--- config.mk ---
export PLATFORM = sky130hd
export DESIGN_NAME = class_vote_filter
export DESIGN_NICKNAME = d
export VERILOG_FILES = /design/src/rtl/class_vote_filter.sv
export SDC_FILE = /design/constraint.sdc
export NUM_CORES = 1
export LEC_CHECK = 0
export CORE_UTILIZATION = 40
export CTS_CLUSTER_SIZE = 20
export DETAILED_ROUTE_END_ITERATION = 7
export PLACE_DENSITY_LB_ADDON = 0.3
export SYNTH_ARGS = -nofsm -noshare
export SYNTH_HDL_FRONTEND = slang
export SYNTH_SLANG_ARGS = --single-unit
export TNS_END_PERCENT = 50
--- constraint.sdc ---
create_clock -name clk_i -period 22.7 [get_ports clk_i]
set_clock_uncertainty 0.05 [all_clocks]
set_input_delay 4.54 -clock clk_i [delete_from_list [all_inputs] [get_ports clk_i]]
set_output_delay 4.54 -clock clk_i [all_outputs]
set_load 0.02 [all_outputs]
--- src/rtl/class_vote_filter.sv ---
// class_vote_filter: sliding-window majority vote over per-frame class decisions.
// Optional feature: define VOTE_CHANGE_ONLY_EN to issue decisions only when the class changes.
module class_vote_filter #(
    parameter int NUM_CLASSES   = 10,
    parameter int HISTORY_DEPTH = 8,
    parameter int MIN_VOTES     = 3
) (
    input  logic                               clk_i,
    input  logic                               reset_ni,
    input  logic [$clog2(NUM_CLASSES)-1:0]     class_i,
    input  logic                               inp_valid_i,
    input  logic                               clear_i,
    output logic [$clog2(NUM_CLASSES)-1:0]     class_o,
    output logic [$clog2(HISTORY_DEPTH+1)-1:0] votes_o,
    output logic                               out_valid_o,
    input  logic                               out_ready_i,
    output logic [7:0]                         overrun_o
);

    localparam int CW = $clog2(NUM_CLASSES);
    localparam int VW = $clog2(HISTORY_DEPTH + 1);
    localparam int PW = (HISTORY_DEPTH > 1) ? $clog2(HISTORY_DEPTH) : 1;
    localparam logic [CW:0] NC = (CW + 1)'(NUM_CLASSES);

    logic [CW-1:0] hist [HISTORY_DEPTH];
    logic [PW-1:0] wptr;
    logic [VW-1:0] fill;
    logic [VW-1:0] cnt [NUM_CLASSES];
    logic [VW-1:0] cnt_nxt [NUM_CLASSES];
    logic          pend;
    logic          full;
    logic          accept;
    logic [VW-1:0] best_cnt;
    logic [CW-1:0] best_idx;
    logic          change_ok;
    logic          new_dec;

    assign full   = (fill == VW'(HISTORY_DEPTH));
    assign accept = inp_valid_i && !clear_i && ({1'b0, class_i} < NC);

    // Per-class counter update: +1 for the new class, -1 for the evicted one.
    always_comb begin
        for (int i = 0; i < NUM_CLASSES; i++) begin
            cnt_nxt[i] = cnt[i];
            if (class_i == CW'(i) && !(full && hist[wptr] == CW'(i)))
                cnt_nxt[i] = cnt[i] + VW'(1);
            else if (class_i != CW'(i) && full && hist[wptr] == CW'(i))
                cnt_nxt[i] = cnt[i] - VW'(1);
        end
    end

    // Winner search over registered counters; strict compare keeps lowest index on ties.
    always_comb begin
        best_cnt = '0;
        best_idx = '0;
        for (int i = 0; i < NUM_CLASSES; i++) begin
            if (cnt[i] > best_cnt) begin
                best_cnt = cnt[i];
                best_idx = CW'(i);
            end
        end
    end

    // History ring, fill level, vote counters and evaluation flag.
    always_ff @(posedge clk_i or negedge reset_ni) begin
        if (!reset_ni) begin
            for (int i = 0; i < HISTORY_DEPTH; i++) hist[i] <= '0;
            for (int i = 0; i < NUM_CLASSES; i++) cnt[i] <= '0;
            wptr <= '0;
            fill <= '0;
            pend <= 1'b0;
        end else if (clear_i) begin
            for (int i = 0; i < NUM_CLASSES; i++) cnt[i] <= '0;
            wptr <= '0;
            fill <= '0;
            pend <= 1'b0;
        end else begin
            pend <= accept;
            if (accept) begin
                hist[wptr] <= class_i;
                for (int i = 0; i < NUM_CLASSES; i++) cnt[i] <= cnt_nxt[i];
                if (wptr == PW'(HISTORY_DEPTH - 1)) wptr <= '0;
                else wptr <= wptr + PW'(1);
                if (!full) fill <= fill + VW'(1);
            end
        end
    end

`ifdef VOTE_CHANGE_ONLY_EN
    logic          last_v;
    logic [CW-1:0] last_cls;

    // Remember the last issued class so repeats can be suppressed.
    always_ff @(posedge clk_i or negedge reset_ni) begin
        if (!reset_ni) begin
            last_v   <= 1'b0;
            last_cls <= '0;
        end else if (clear_i) begin
            last_v   <= 1'b0;
        end else if (new_dec) begin
            last_v   <= 1'b1;
            last_cls <= best_idx;
        end
    end

    assign change_ok = !last_v || (last_cls != best_idx);
`else
    assign change_ok = 1'b1;
`endif

    assign new_dec = pend && !clear_i && change_ok
                     && (best_cnt >= VW'(MIN_VOTES));

    // Output holding register with overwrite accounting.
    always_ff @(posedge clk_i or negedge reset_ni) begin
        if (!reset_ni) begin
            class_o     <= '0;
            votes_o     <= '0;
            out_valid_o <= 1'b0;
            overrun_o   <= '0;
        end else if (new_dec) begin
            class_o     <= best_idx;
            votes_o     <= best_cnt;
            out_valid_o <= 1'b1;
            if (out_valid_o && !out_ready_i && overrun_o != 8'hFF)
                overrun_o <= overrun_o + 8'd1;
        end else if (out_ready_i) begin
            out_valid_o <= 1'b0;
        end
    end

endmodule

Word-level counts from Yosys, hierarchy flattened
Cells that the tools add are included.
Operators by class
  add/sub/neg operators: 23
  $mul: 0
  div/mod/pow operators: 0
  magnitude comparators: 14
  equality and inequality tests: 31
  shift operators: 0
  multiplexer cells: 56
  bitwise operators: 2
  reductions and logical operators: 87
Operators with widths (count)
  two-way mux 4 bit: 44
  two-way mux 40 bit: 2
  logical AND 1 bit: 47
  adder 4 x 1 -> 4 bit (second input constant): 11
  subtractor 4 x 1 -> 4 bit (second input constant): 10
  greater-than comparator 4 bit: 9
  bitwise mux 32 bit: 1
  equality test 4 x 3 -> 1 bit (second input constant): 8
  nonzero test 3 bit: 10
  AND reduction 2 bit: 13
  equality test 4 bit (second input constant): 5
  equality test 4 x 2 -> 1 bit (second input constant): 4
  != test 4 x 3 -> 1 bit (second input constant): 4
  binary-select mux 4 bit (select 3 bit): 1
  demux 4 bit (select 3 bit): 1
  zero test 1 bit: 12
  two-way mux 3 bit: 3
  adder 8 x 1 -> 8 bit (second input constant): 1
  equality test 4 x 1 -> 1 bit (second input constant): 2
  zero test 4 bit: 2
  != test 4 x 2 -> 1 bit (second input constant): 2
  != test 4 bit (second input constant): 2
  != test 8 bit (second input constant): 1
  >= comparator 4 x 2 -> 1 bit (second input constant): 1
  13 further kinds: 17
Storage, ports and cells
  bits in registers: 97
  bits in latches: 0
  memory bits (writable): 0
  memory bits (read-only): 0
  input bits: 9
  memories kept: 0

Longest topological paths before layout
Gate-level depths: netlist of the first run.
  depth after elaboration: 23
  depth in mapped cells: 78

Worst setup path before layout of the first run
OpenSTA, ideal clock, no wires.
  path type: register to register
  start: register cnt[37] in the netlist's numbering
  end: register class_o[1]
  library setup time: 0.128 ns
  arrival: 14.199 ns
  data required time: 22.522 ns
  slack: 8.323 ns
  stages on the path, launching flop included: 74
  path through: dfrtp_1 inv_1 ha_1 and2b_1 o21ba_2 o21ai_1 mux2i_1 ha_1 nor2b_1 a2bb2oi_1 o21ai_0 o2111ai_1 and2_1 mux2_2 ha_1 nand3_1 nor2_1 a31oi_1 [38 not listed] a41o_1 clkbuf_1 mux2_2 ha_1 nor2b_1 o21ai_0 nand2b_1 a21oi_1 a41oi_1 inv_1 and2_1 buf_1 o211ai_1 o211ai_2 a2111oi_4 nand2b_1 buf_6 mux2_1
Between the ends
  cells in the longest elaborated chain, start to end: 22
Ends and longest elaborated chain
  start, declared: line 28  | logic [VW-1:0] cnt [NUM_CLASSES];
  greater-than comparator 4 x 1 -> 1 bit: line 57  | if (cnt[i] > best_cnt) begin
  two-way mux 4 bit *: line 57
  greater-than comparator 4 bit: line 57
  two-way mux 4 bit *: line 57
  greater-than comparator 4 bit: line 57
  two-way mux 4 bit: line 57
  greater-than comparator 4 bit: line 57
  two-way mux 4 bit: line 57
  [6 not listed]
  greater-than comparator 4 bit: line 57
  two-way mux 4 bit: line 57
  greater-than comparator 4 bit: line 57
  two-way mux 4 bit: line 57
  greater-than comparator 4 bit: line 57
  two-way mux 4 bit: line 57
  >= comparator 4 x 2 -> 1 bit: line 112  | && (best_cnt >= VW'(MIN_VOTES));
  logical AND 1 bit: line 112
  end signal, assigned: line 122  | class_o <= best_idx;
  end, declared: line 13  | output logic [$clog2(NUM_CLASSES)-1:0] class_o,
Mark *: on every way between the ends. The rest lies on a longest branch, timed or not.
A chain may end at the register's enable or synchronous reset.

Final worst setup path of the first run
  start: register cnt[33] in the netlist's numbering
  end: register votes_o[0]
Between the ends
  cells in the longest elaborated chain, start to end: 20
Ends and longest elaborated chain
  greater-than comparator 4 bit: line 57
  two-way mux 4 bit *: line 57
  greater-than comparator 4 bit: line 57
  two-way mux 4 bit *: line 57
  greater-than comparator 4 bit: line 57
  two-way mux 4 bit *: line 57
  greater-than comparator 4 bit: line 57
  two-way mux 4 bit *: line 57
  [4 not listed]
  greater-than comparator 4 bit: line 57
  two-way mux 4 bit *: line 57
  greater-than comparator 4 bit: line 57
  two-way mux 4 bit *: line 57
  greater-than comparator 4 bit: line 57
  two-way mux 4 bit *: line 57
  >= comparator 4 x 2 -> 1 bit: line 112
  logical AND 1 bit: line 112
  end signal, assigned: line 123  | votes_o <= best_cnt;
  end, declared: line 14  | output logic [$clog2(HISTORY_DEPTH+1)-1:0] votes_o,
Marks and branches as above.

==> results of run 1 <==
[cell type report]
| type | count | share of cell area, % |
|---|---|---|
| multi-input cells | 599 | 57.56 |
| clock inverters | 6 | 0.9521 |
| flip-flops and latches | 97 | 30.28 |
| inverters | 32 | 1.498 |
| well taps | 225 | 3.512 |
| clock buffers | 10 | 2.981 |
| repair buffers | 27 | 3.215 |
[cells by family (layout without fill, tap and decap cells)]
kind of cell	after synthesis	in the layout
fa+ha+maj	63	63
compound gates	180	180
flops	97	97
buf+inv	57	75
simple gates	246	246
xor+xnor	34	34
mux	76	76
[cells in the final DEF, fill, tap and decap left out, types with 15 or more instances in the layout]
master                            count
sky130_fd_sc_hd__a21oi_1             50
sky130_fd_sc_hd__clkdlybuf4s50_1     23
sky130_fd_sc_hd__dfrtp_1             97
sky130_fd_sc_hd__ha_1                53
sky130_fd_sc_hd__inv_1               32
sky130_fd_sc_hd__mux2_2              40
sky130_fd_sc_hd__mux2i_1             21
sky130_fd_sc_hd__nand2_1             53
sky130_fd_sc_hd__nand2b_1            16
sky130_fd_sc_hd__nor2_1              72
sky130_fd_sc_hd__nor3_1              16
sky130_fd_sc_hd__o21ai_0             40
sky130_fd_sc_hd__or3_1               15
sky130_fd_sc_hd__xnor2_1             21
[layer usage]
| layer | up-vias | wire (um) | GRT usage, % |
|---|---|---|---|
| met4 | 0 | 125 | 4.321 |
| met3 | 9 | 446 | 2.926 |
| met2 | 67 | 6754 | 26.93 |
| met5 | - | 0 | 0 |
| li1 | 2765 | - | - |
| met1 | 2605 | 8012 | 26.12 |
[critical path: cells and delay by family (launching register included)]
family,cells,cell delay [ns]
AO/OA/AOI/OAI,26,5.74
adder cells (fa/ha/maj),9,2.64
buffers and inverters,2,0.18
flip-flops,1,0.45
multiplexers,9,2.64
AND/OR/NAND/NOR,22,4.05
[where the power goes]
part | internal (mW) | switching (mW)
combinational | 0.0807 | 0.110
clock | 0.0910 | 0.0734
sequential | 0.187 | 0.0101
[flip-flops by register name (all words and copies together) (netlist names)]
register / count
cnt: 40
hist: 32
overrun_o: 8
class_o: 4
fill: 4
votes_o: 4
wptr: 3
out_valid_o: 1
pend: 1
[path summary, 6_finish.rpt]
check	slack, ns	to	start	cells after the start
setup / recovery	6.83	votes_o[0]$_DFFE_PN0P_	cnt[33]$_DFFE_PN0P_	68
hold / removal	0.44	class_o[2]$_DFFE_PN0P_	class_o[2]$_DFFE_PN0P_	1
setup reg to reg	6.83	votes_o[0]$_DFFE_PN0P_	cnt[33]$_DFFE_PN0P_	68
hold reg to reg	0.44	class_o[2]$_DFFE_PN0P_	class_o[2]$_DFFE_PN0P_	1
max in group asynchronous	17.38	hist[6]$_DFFE_PN0P_	reset_ni	2
min in group asynchronous	4.17	out_valid_o$_DFFE_PN0P_	reset_ni	1
[through the flow]
step | total power, mW | setup WS (ns) | instance area [um2] | instances
final | 0.5518 | 6.830 | 8016 | 996
after global routing | 0.5860 | 5.515 | 8016 | 996
after CTS | 0.5576 | 6.872 | 8016 | 996
after detailed placement | 0.3915 | 6.921 | 7701 | 980
after global placement | 0.3894 | 7.240 | 7701 | 980
after floorplan | 0.3446 | 8.323 | 7263 | 753
==> report_table.html, run 1 <==
<table>
<tr><th>Metric</th><th>Value</th></tr>
<tr><th colspan="2">Run status</th></tr>
<tr><td>Status</td><td>complete, no violations</td></tr>
<tr><th colspan="2">Critical path</th></tr>
<tr><td>Data required time of the worst path</td><td>22.89 ns</td></tr>
<tr><td>Max FO, Critical Path</td><td>10</td></tr>
<tr><td>Arrival time of the worst setup path</td><td>16.06 ns</td></tr>
<tr><td>Most frequent cell on the critical path</td><td>sky130_fd_sc_hd__ha_1</td></tr>
<tr><td>Type of destination of the critical path</td><td>flop</td></tr>
<tr><td>CP Launch Type</td><td>flop</td></tr>
<tr><td>Worst stage delay on the critical path</td><td>0.61 ns</td></tr>
<tr><td>Crit Path Category</td><td>reg2reg</td></tr>
<tr><td>Crit path max-delay cell type</td><td>sky130_fd_sc_hd__a2111oi_4</td></tr>
<tr><th colspan="2">Global routing</th></tr>
<tr><td>Pin count of the biggest net entering global routing</td><td>53</td></tr>
<tr><td>Overall track demand over capacity in global routing</td><td>17.75%</td></tr>
<tr><td>First-pass GRT wire length</td><td>26,110 um</td></tr>
<tr><td>Antenna violations before repair</td><td>0</td></tr>
<tr><td>Grt ovf</td><td>0</td></tr>
<tr><td>Number of global-route vias before repair</td><td>5,169</td></tr>
<tr><th colspan="2">STA</th></tr>
<tr><td>Setup TNS after final layout</td><td>0 ns</td></tr>
<tr><td>Min Clock Period, post-route</td><td>15.87 ns</td></tr>
<tr><td>Setup violators final</td><td>0</td></tr>
<tr><td>Normalized max-slew margin</td><td>29.26%</td></tr>
<tr><td>Highest attainable clock frequency</td><td>0.06301 GHz</td></tr>
<tr><td>Unrepaired setup endpoints after global routing</td><td>no</td></tr>
<tr><td>Share of the clock period used by the worst path after layout</td><td>69.91%</td></tr>
<tr><td>Max-slew violation count</td><td>0</td></tr>
<tr><td>Hold slack</td><td>0.4433 ns</td></tr>
<tr><td>Final hold violation count</td><td>0</td></tr>
<tr><td>Worst Max-Slew Pin Slew</td><td>1.061 ns</td></tr>
<tr><th colspan="2">Die</th></tr>
<tr><td>Vertical die dimension</td><td>136.8 um</td></tr>
<tr><td>Full die area</td><td>0.01870 mm2</td></tr>
<tr><td>Core Footprint</td><td>0.01754 mm2</td></tr>
<tr><td>I/O pin count</td><td>26</td></tr>
<tr><td>Initial core utilization</td><td>41.42%</td></tr>
<tr><td>Rows</td><td>48</td></tr>
<tr><td>X dimension of the die</td><td>136.8 um</td></tr>
<tr><th colspan="2">Yosys</th></tr>
<tr><td>Count of flip-flops with a built-in enable after synthesis</td><td>0</td></tr>
<tr><td>Post-synthesis mux area share</td><td>12.66%</td></tr>
<tr><td>Most frequent cells after synthesis</td><td>sky130_fd_sc_hd__dfrtp_1 (97), sky130_fd_sc_hd__nor2_1 (72), sky130_fd_sc_hd__ha_1 (53), sky130_fd_sc_hd__nand2_1 (53), sky130_fd_sc_hd__a21oi_1 (50)</td></tr>
<tr><td>Combinational family with the most area after synthesis</td><td>simple AND/OR/NAND/NOR gates</td></tr>
<tr><td>Synth Area per Inst</td><td>9.646 um2</td></tr>
<tr><td>Number of unique standard cell types used by synthesis</td><td>78</td></tr>
<tr><td>Predominant post-synthesis flop cell</td><td>sky130_fd_sc_hd__dfrtp_1</td></tr>
<tr><td>Yosys top cell by area</td><td>sky130_fd_sc_hd__dfrtp_1</td></tr>
<tr><td>Most area-consuming cells after synthesis</td><td>sky130_fd_sc_hd__dfrtp_1 (33%), sky130_fd_sc_hd__ha_1 (9.1%), sky130_fd_sc_hd__mux2_2 (6.2%)</td></tr>
<tr><td>Most common cell in the synthesized netlist</td><td>sky130_fd_sc_hd__dfrtp_1</td></tr>
<tr><td>Synth Net Count</td><td>825</td></tr>
<tr><td>Share of the synthesized netlist area taken by xor and xnor gates</td><td>4.100%</td></tr>
<tr><td>Flops &amp; latches, synth</td><td>97</td></tr>
<tr><td>Number of instances in the synthesized netlist</td><td>753</td></tr>
<tr><td>Fraction of registers with async set/reset</td><td>100.0%</td></tr>
<tr><td>Cell area after synthesis</td><td>0.007263 mm2</td></tr>
<tr><td>Number of warnings reported in the yosys synthesis log</td><td>0</td></tr>
<tr><td>Sequential cell area fraction in the yosys report</td><td>33.42%</td></tr>
<tr><td>Adder-Cell Fraction of Synth Area</td><td>11.89%</td></tr>
<tr><td>Post-Synth Simple-Gate Area</td><td>17.50%</td></tr>
<tr><td>Synthesized-area fraction occupied by ao, oa, aoi and oai cells</td><td>17.38%</td></tr>
<tr><td>Share of the synthesized area in the top cell type</td><td>33.42%</td></tr>
<tr><th colspan="2">Clock tree</th></tr>
<tr><td>Number of CTS-inserted buffers</td><td>9</td></tr>
<tr><td>Clock-pin slew reported for the worst setup and hold paths after clock tree synthesis</td><td>0.07 ns</td></tr>
<tr><td>Max Root-Sink Buffers</td><td>2</td></tr>
<tr><td>Count of hold-fix buffers inserted at cts</td><td>0</td></tr>
<tr><td>Buffer count from post-CTS setup fixing</td><td>0</td></tr>
<tr><td>H-Tree Depth</td><td>3</td></tr>
<tr><td>Clock Latency Late Sink</td><td>0.35 ns</td></tr>
<tr><td>Post-CTS Resized</td><td>0</td></tr>
<tr><td>Clk sink count</td><td>97</td></tr>
<tr><td>CTS root buffer</td><td>sky130_fd_sc_hd__clkbuf_16</td></tr>
<tr><td>CTS tree</td><td>yes</td></tr>
<tr><th colspan="2">Layout</th></tr>
<tr><td>Filler Cell Count</td><td>1,669</td></tr>
<tr><td>Net count reported at finish</td><td>838</td></tr>
<tr><td>Post-Route Utilization</td><td>45.71%</td></tr>
<tr><td>Share of post-route cells with drive strength above 1</td><td>12.58%</td></tr>
<tr><td>ANT cells</td><td>0</td></tr>
<tr><td>Area used by multi-input combinational logic</td><td>0.004614 mm2</td></tr>
<tr><td>Synthesis-to-finish area growth</td><td>10.37%</td></tr>
<tr><td>Sequential cell area in the final layout</td><td>0.002427 mm2</td></tr>
<tr><th colspan="2">Route</th></tr>
<tr><td>Post-detailed-route DRC marker count</td><td>0</td></tr>
<tr><td>Average detailed-routed wire length per instance</td><td>15.40 um</td></tr>
<tr><td>DRT iter0 DRCs</td><td>240</td></tr>
<tr><td>Pre-Repair DR Iteration Count</td><td>5</td></tr>
<tr><td>Number of nets with antenna violations after routing</td><td>0</td></tr>
<tr><td>Number of vias after detailed routing</td><td>5,446</td></tr>
<tr><td>Vias per cell</td><td>5.468</td></tr>
<tr><td>Total routed wirelength</td><td>15,340 um</td></tr>
<tr><th colspan="2">Power and ir drop</th></tr>
<tr><td>Power density over the cells</td><td>68.84 mW/mm2</td></tr>
<tr><td>Total leakage power</td><td>3.449 nW</td></tr>
<tr><td>Worst-case vdd ir drop</td><td>0.00004364 V</td></tr>
<tr><th colspan="2">Placed design</th></tr>
<tr><td>Final Wtd Congestion</td><td>0.8318</td></tr>
<tr><td>Number of I/O port buffers</td><td>25</td></tr>
<tr><td>Post-DP HPWL</td><td>11,310 um</td></tr>
<tr><th colspan="2">Run</th></tr>
<tr><td>Max-cap violations</td><td>0</td></tr>
<tr><th colspan="2">Min path</th></tr>
<tr><td>Path category of the worst min-delay check</td><td>reg2reg</td></tr>
</table>
Power figures use the tool's default switching activity.
==> run 2, diff against run 1 <==
==> constraint.sdc (replaced) <==
create_clock -name clk_i -period 14.8 [get_ports clk_i]
set_clock_uncertainty 0.05 [all_clocks]
set_input_delay 2.96 -clock clk_i [delete_from_list [all_inputs] [get_ports clk_i]]
set_output_delay 2.96 -clock clk_i [all_outputs]
set_load 0.02 [all_outputs]
==> report_table.html, run 2 (same netlist as run 1, synthesis figures left out) <==
<table>
<tr><th>Metric</th><th>Value</th></tr>
<tr><th colspan="2">Placed design</th></tr>
<tr><td>Post-DP HPWL</td><td>11,420 um (+0.97%)</td></tr>
<tr><td>Final Wtd Congestion</td><td>0.8328 (+0.12%)</td></tr>
<tr><td>Post-Place Worst Slack</td><td>-0.1190 ns (-7.040 ns)</td></tr>
<tr><td>Number of I/O port buffers</td><td>25 (unchanged)</td></tr>
<tr><th colspan="2">STA</th></tr>
<tr><td>Normalized max-slew margin</td><td>31.94% (+2.7 points)</td></tr>
<tr><td>Final hold violation count</td><td>0 (unchanged)</td></tr>
<tr><td>Setup violators final</td><td>0 (unchanged)</td></tr>
<tr><td>Hold slack</td><td>0.4410 ns (-0.002387 ns)</td></tr>
<tr><td>Min Clock Period, post-route</td><td>14.07 ns (-1.800 ns)</td></tr>
<tr><td>Share of the clock period used by the worst path after layout</td><td>95.07% (+25 points)</td></tr>
<tr><td>Highest attainable clock frequency</td><td>0.07107 GHz (+13%)</td></tr>
<tr><td>Final worst slack</td><td>0.7302 ns (-6.100 ns)</td></tr>
<tr><td>Worst Max-Slew Pin Slew</td><td>1.021 ns (-0.04021 ns)</td></tr>
<tr><td>Max-slew violation count</td><td>0 (unchanged)</td></tr>
<tr><th colspan="2">Critical path</th></tr>
<tr><td>Crit path max-delay cell type</td><td>sky130_fd_sc_hd__dfrtp_2</td></tr>
<tr><td>Most frequent cell on the critical path</td><td>sky130_fd_sc_hd__ha_1</td></tr>
<tr><td>Worst R2R Path Depth</td><td>70 (+2.9%)</td></tr>
<tr><td>Type of destination of the critical path</td><td>flop</td></tr>
<tr><td>Data required time of the worst path</td><td>14.99 ns (-7.90 ns)</td></tr>
<tr><td>Arrival time of the worst setup path</td><td>14.26 ns (-1.80 ns)</td></tr>
<tr><td>Worst stage delay on the critical path</td><td>0.40 ns (-0.21 ns)</td></tr>
<tr><td>Crit Path Category</td><td>reg2reg</td></tr>
<tr><td>Max FO, Critical Path</td><td>9 (-1)</td></tr>
<tr><td>CP Launch Type</td><td>flop</td></tr>
<tr><th colspan="2">Clock tree</th></tr>
<tr><td>Clk sink count</td><td>97 (unchanged)</td></tr>
<tr><td>CTS tree</td><td>yes</td></tr>
<tr><td>Count of hold-fix buffers inserted at cts</td><td>0 (unchanged)</td></tr>
<tr><td>CTS root buffer</td><td>sky130_fd_sc_hd__clkbuf_16</td></tr>
<tr><td>Clock-pin slew reported for the worst setup and hold paths after clock tree synthesis</td><td>0.08 ns (about the same)</td></tr>
<tr><td>Number of CTS-inserted buffers</td><td>9 (unchanged)</td></tr>
<tr><td>H-Tree Depth</td><td>3 (unchanged)</td></tr>
<tr><td>Max Root-Sink Buffers</td><td>2 (unchanged)</td></tr>
<tr><td>Clock Latency Late Sink</td><td>0.36 ns (about the same)</td></tr>
<tr><th colspan="2">Die</th></tr>
<tr><td>Core Footprint</td><td>0.01754 mm2 (unchanged)</td></tr>
<tr><td>Full die area</td><td>0.01870 mm2 (unchanged)</td></tr>
<tr><td>X dimension of the die</td><td>136.8 um (unchanged)</td></tr>
<tr><td>Rows</td><td>48 (unchanged)</td></tr>
<tr><td>I/O pin count</td><td>26 (unchanged)</td></tr>
<tr><td>Initial core utilization</td><td>41.42% (unchanged)</td></tr>
<tr><td>Vertical die dimension</td><td>136.8 um (unchanged)</td></tr>
<tr><th colspan="2">Layout</th></tr>
<tr><td>Most frequent cells in the layout</td><td>sky130_fd_sc_hd__dfrtp_1 (96), sky130_fd_sc_hd__nor2_1 (70), sky130_fd_sc_hd__nand2_1 (53)</td></tr>
<tr><td>Max FFs per register</td><td>40 (unchanged)</td></tr>
<tr><td>Leading registers by flop count</td><td>cnt: 40 flops, hist: 32 flops, overrun_o: 8 flops</td></tr>
<tr><td>Post-Route Utilization</td><td>47.17% (+1.5 points)</td></tr>
<tr><td>ANT cells</td><td>0 (unchanged)</td></tr>
<tr><td>Commonest non-fill, non-tap cell in the layout</td><td>sky130_fd_sc_hd__dfrtp_1</td></tr>
<tr><td>Filler Cell Count</td><td>1,669 (unchanged)</td></tr>
<tr><td>Synthesis-to-finish area growth</td><td>13.88%</td></tr>
<tr><td>Net count reported at finish</td><td>853 (+1.8%)</td></tr>
<tr><td>Register with the highest flop count</td><td>cnt</td></tr>
<tr><td>Share of post-route cells with drive strength above 1</td><td>17.18% (+4.6 points)</td></tr>
<tr><th colspan="2">Run</th></tr>
<tr><td>Max-cap violations</td><td>0 (unchanged)</td></tr>
<tr><th colspan="2">Route</th></tr>
<tr><td>Total routed wirelength</td><td>15,840 um (+3.2%)</td></tr>
<tr><td>Number of nets with antenna violations after routing</td><td>0 (unchanged)</td></tr>
<tr><td>Vias per cell</td><td>5.518 (+0.92%)</td></tr>
<tr><td>Number of vias after detailed routing</td><td>5,579 (+2.4%)</td></tr>
<tr><td>DRT iter0 DRCs</td><td>254 (+5.8%)</td></tr>
<tr><td>Post-detailed-route DRC marker count</td><td>0 (unchanged)</td></tr>
<tr><td>Pre-Repair DR Iteration Count</td><td>5 (unchanged)</td></tr>
<tr><td>Average detailed-routed wire length per instance</td><td>15.66 um (+1.7%)</td></tr>
<tr><th colspan="2">Min path</th></tr>
<tr><td>Number of instances on the worst hold path</td><td>1 (unchanged)</td></tr>
<tr><td>Path category of the worst min-delay check</td><td>reg2reg</td></tr>
<tr><th colspan="2">Power and ir drop</th></tr>
<tr><td>Power after layout</td><td>0.8850 mW (+60%)</td></tr>
<tr><td>Total leakage power</td><td>3.531 nW (+2.4%)</td></tr>
<tr><td>Power density over the cells</td><td>107.0 mW/mm2 (+55%)</td></tr>
<tr><td>Worst-case vdd ir drop</td><td>0.00007846 V (+80%)</td></tr>
<tr><th colspan="2">Global routing</th></tr>
<tr><td>First-pass GRT wire length</td><td>27,130 um (+3.9%)</td></tr>
<tr><td>Grt ovf</td><td>0 (unchanged)</td></tr>
<tr><td>Number of global-route vias before repair</td><td>5,359 (+3.7%)</td></tr>
<tr><td>Overall track demand over capacity in global routing</td><td>18.35% (+0.60 points)</td></tr>
<tr><td>Pin count of the biggest net entering global routing</td><td>59 (+11%)</td></tr>
<tr><td>Antenna violations before repair</td><td>0 (unchanged)</td></tr>
<tr><th colspan="2">Run status</th></tr>
<tr><td>Status</td><td>complete, no violations</td></tr>
</table>
[run 2: path summary, 6_finish.rpt]
path | start | to | slack (ns)
min | class_o[1]$_DFFE_PN0P_ | class_o[1]$_DFFE_PN0P_ | 0.44
min in group asynchronous | reset_ni | class_o[3]$_DFFE_PN0P_ | 2.54
max | cnt[37]$_DFFE_PN0P_ | overrun_o[1]$_DFFE_PN0P_ | 0.73
max in group asynchronous | reset_ni | cnt[37]$_DFFE_PN0P_ | 10.97
min reg2reg | class_o[1]$_DFFE_PN0P_ | class_o[1]$_DFFE_PN0P_ | 0.44
max reg2reg | cnt[37]$_DFFE_PN0P_ | overrun_o[1]$_DFFE_PN0P_ | 0.73
[run 2: stage by stage]
step           instances  area, um2  setup TNS (ns)
4_1_cts             1002       8080               0
6_report            1011       8272               0
2_1_floorplan        753       7263               0
3_5_place_dp         986       7746         -0.5606
3_3_place_gp         986       7746               0
5_1_grt             1011       8272         -0.9969
[run 2: area by class of cell]
class	count	area [um2]	share of cell area (%)
Clock inverter	7	88.84	1.074
Sequential cell	97	2429	29.36
Clock buffer	9	225.2	2.723
Timing Repair Buffer	42	370.4	4.477
Tap cell	225	281.5	3.403
Multi-Input combinational cell	599	4757	57.51
Inverter	32	120.1	1.452
[run 2: timing repair]
action,4_1_cts,5_1_grt
resized for setup,4,28
pin swaps,0,5
buffers inserted,0,9
endpoints found under the setup margin,7,17
[run 2: power by group]
part	switching, mW	leakage, nW	internal, mW	total (mW)
Combinational	0.184	2.06	0.156	0.340
Clock	0.121	0.153	0.122	0.243
Sequential	0.0154	1.32	0.286	0.302
Total	0.320	3.53	0.564	0.885
[run 2: worst max-delay path: cells and delay by family (launching register included)]
kind / cells / cell delay (ns)
multiplexers: 9 / 2.90
AO/OA/AOI/OAI: 27 / 4.61
adder cells (fa/ha/maj): 9 / 2.56
flip-flops: 1 / 0.40
AND/OR/NAND/NOR: 20 / 2.72
buffers and inverters: 5 / 0.72
[run 2: layer usage]
metal	GRT usage (%)	vias to the layer above	part of all wire [%]
li1	-	2806	-
met5	0	-	0
met4	4.012	0	0.87
met1	26.47	2676	49
met2	28.37	83	47
met3	3.444	14	3.2
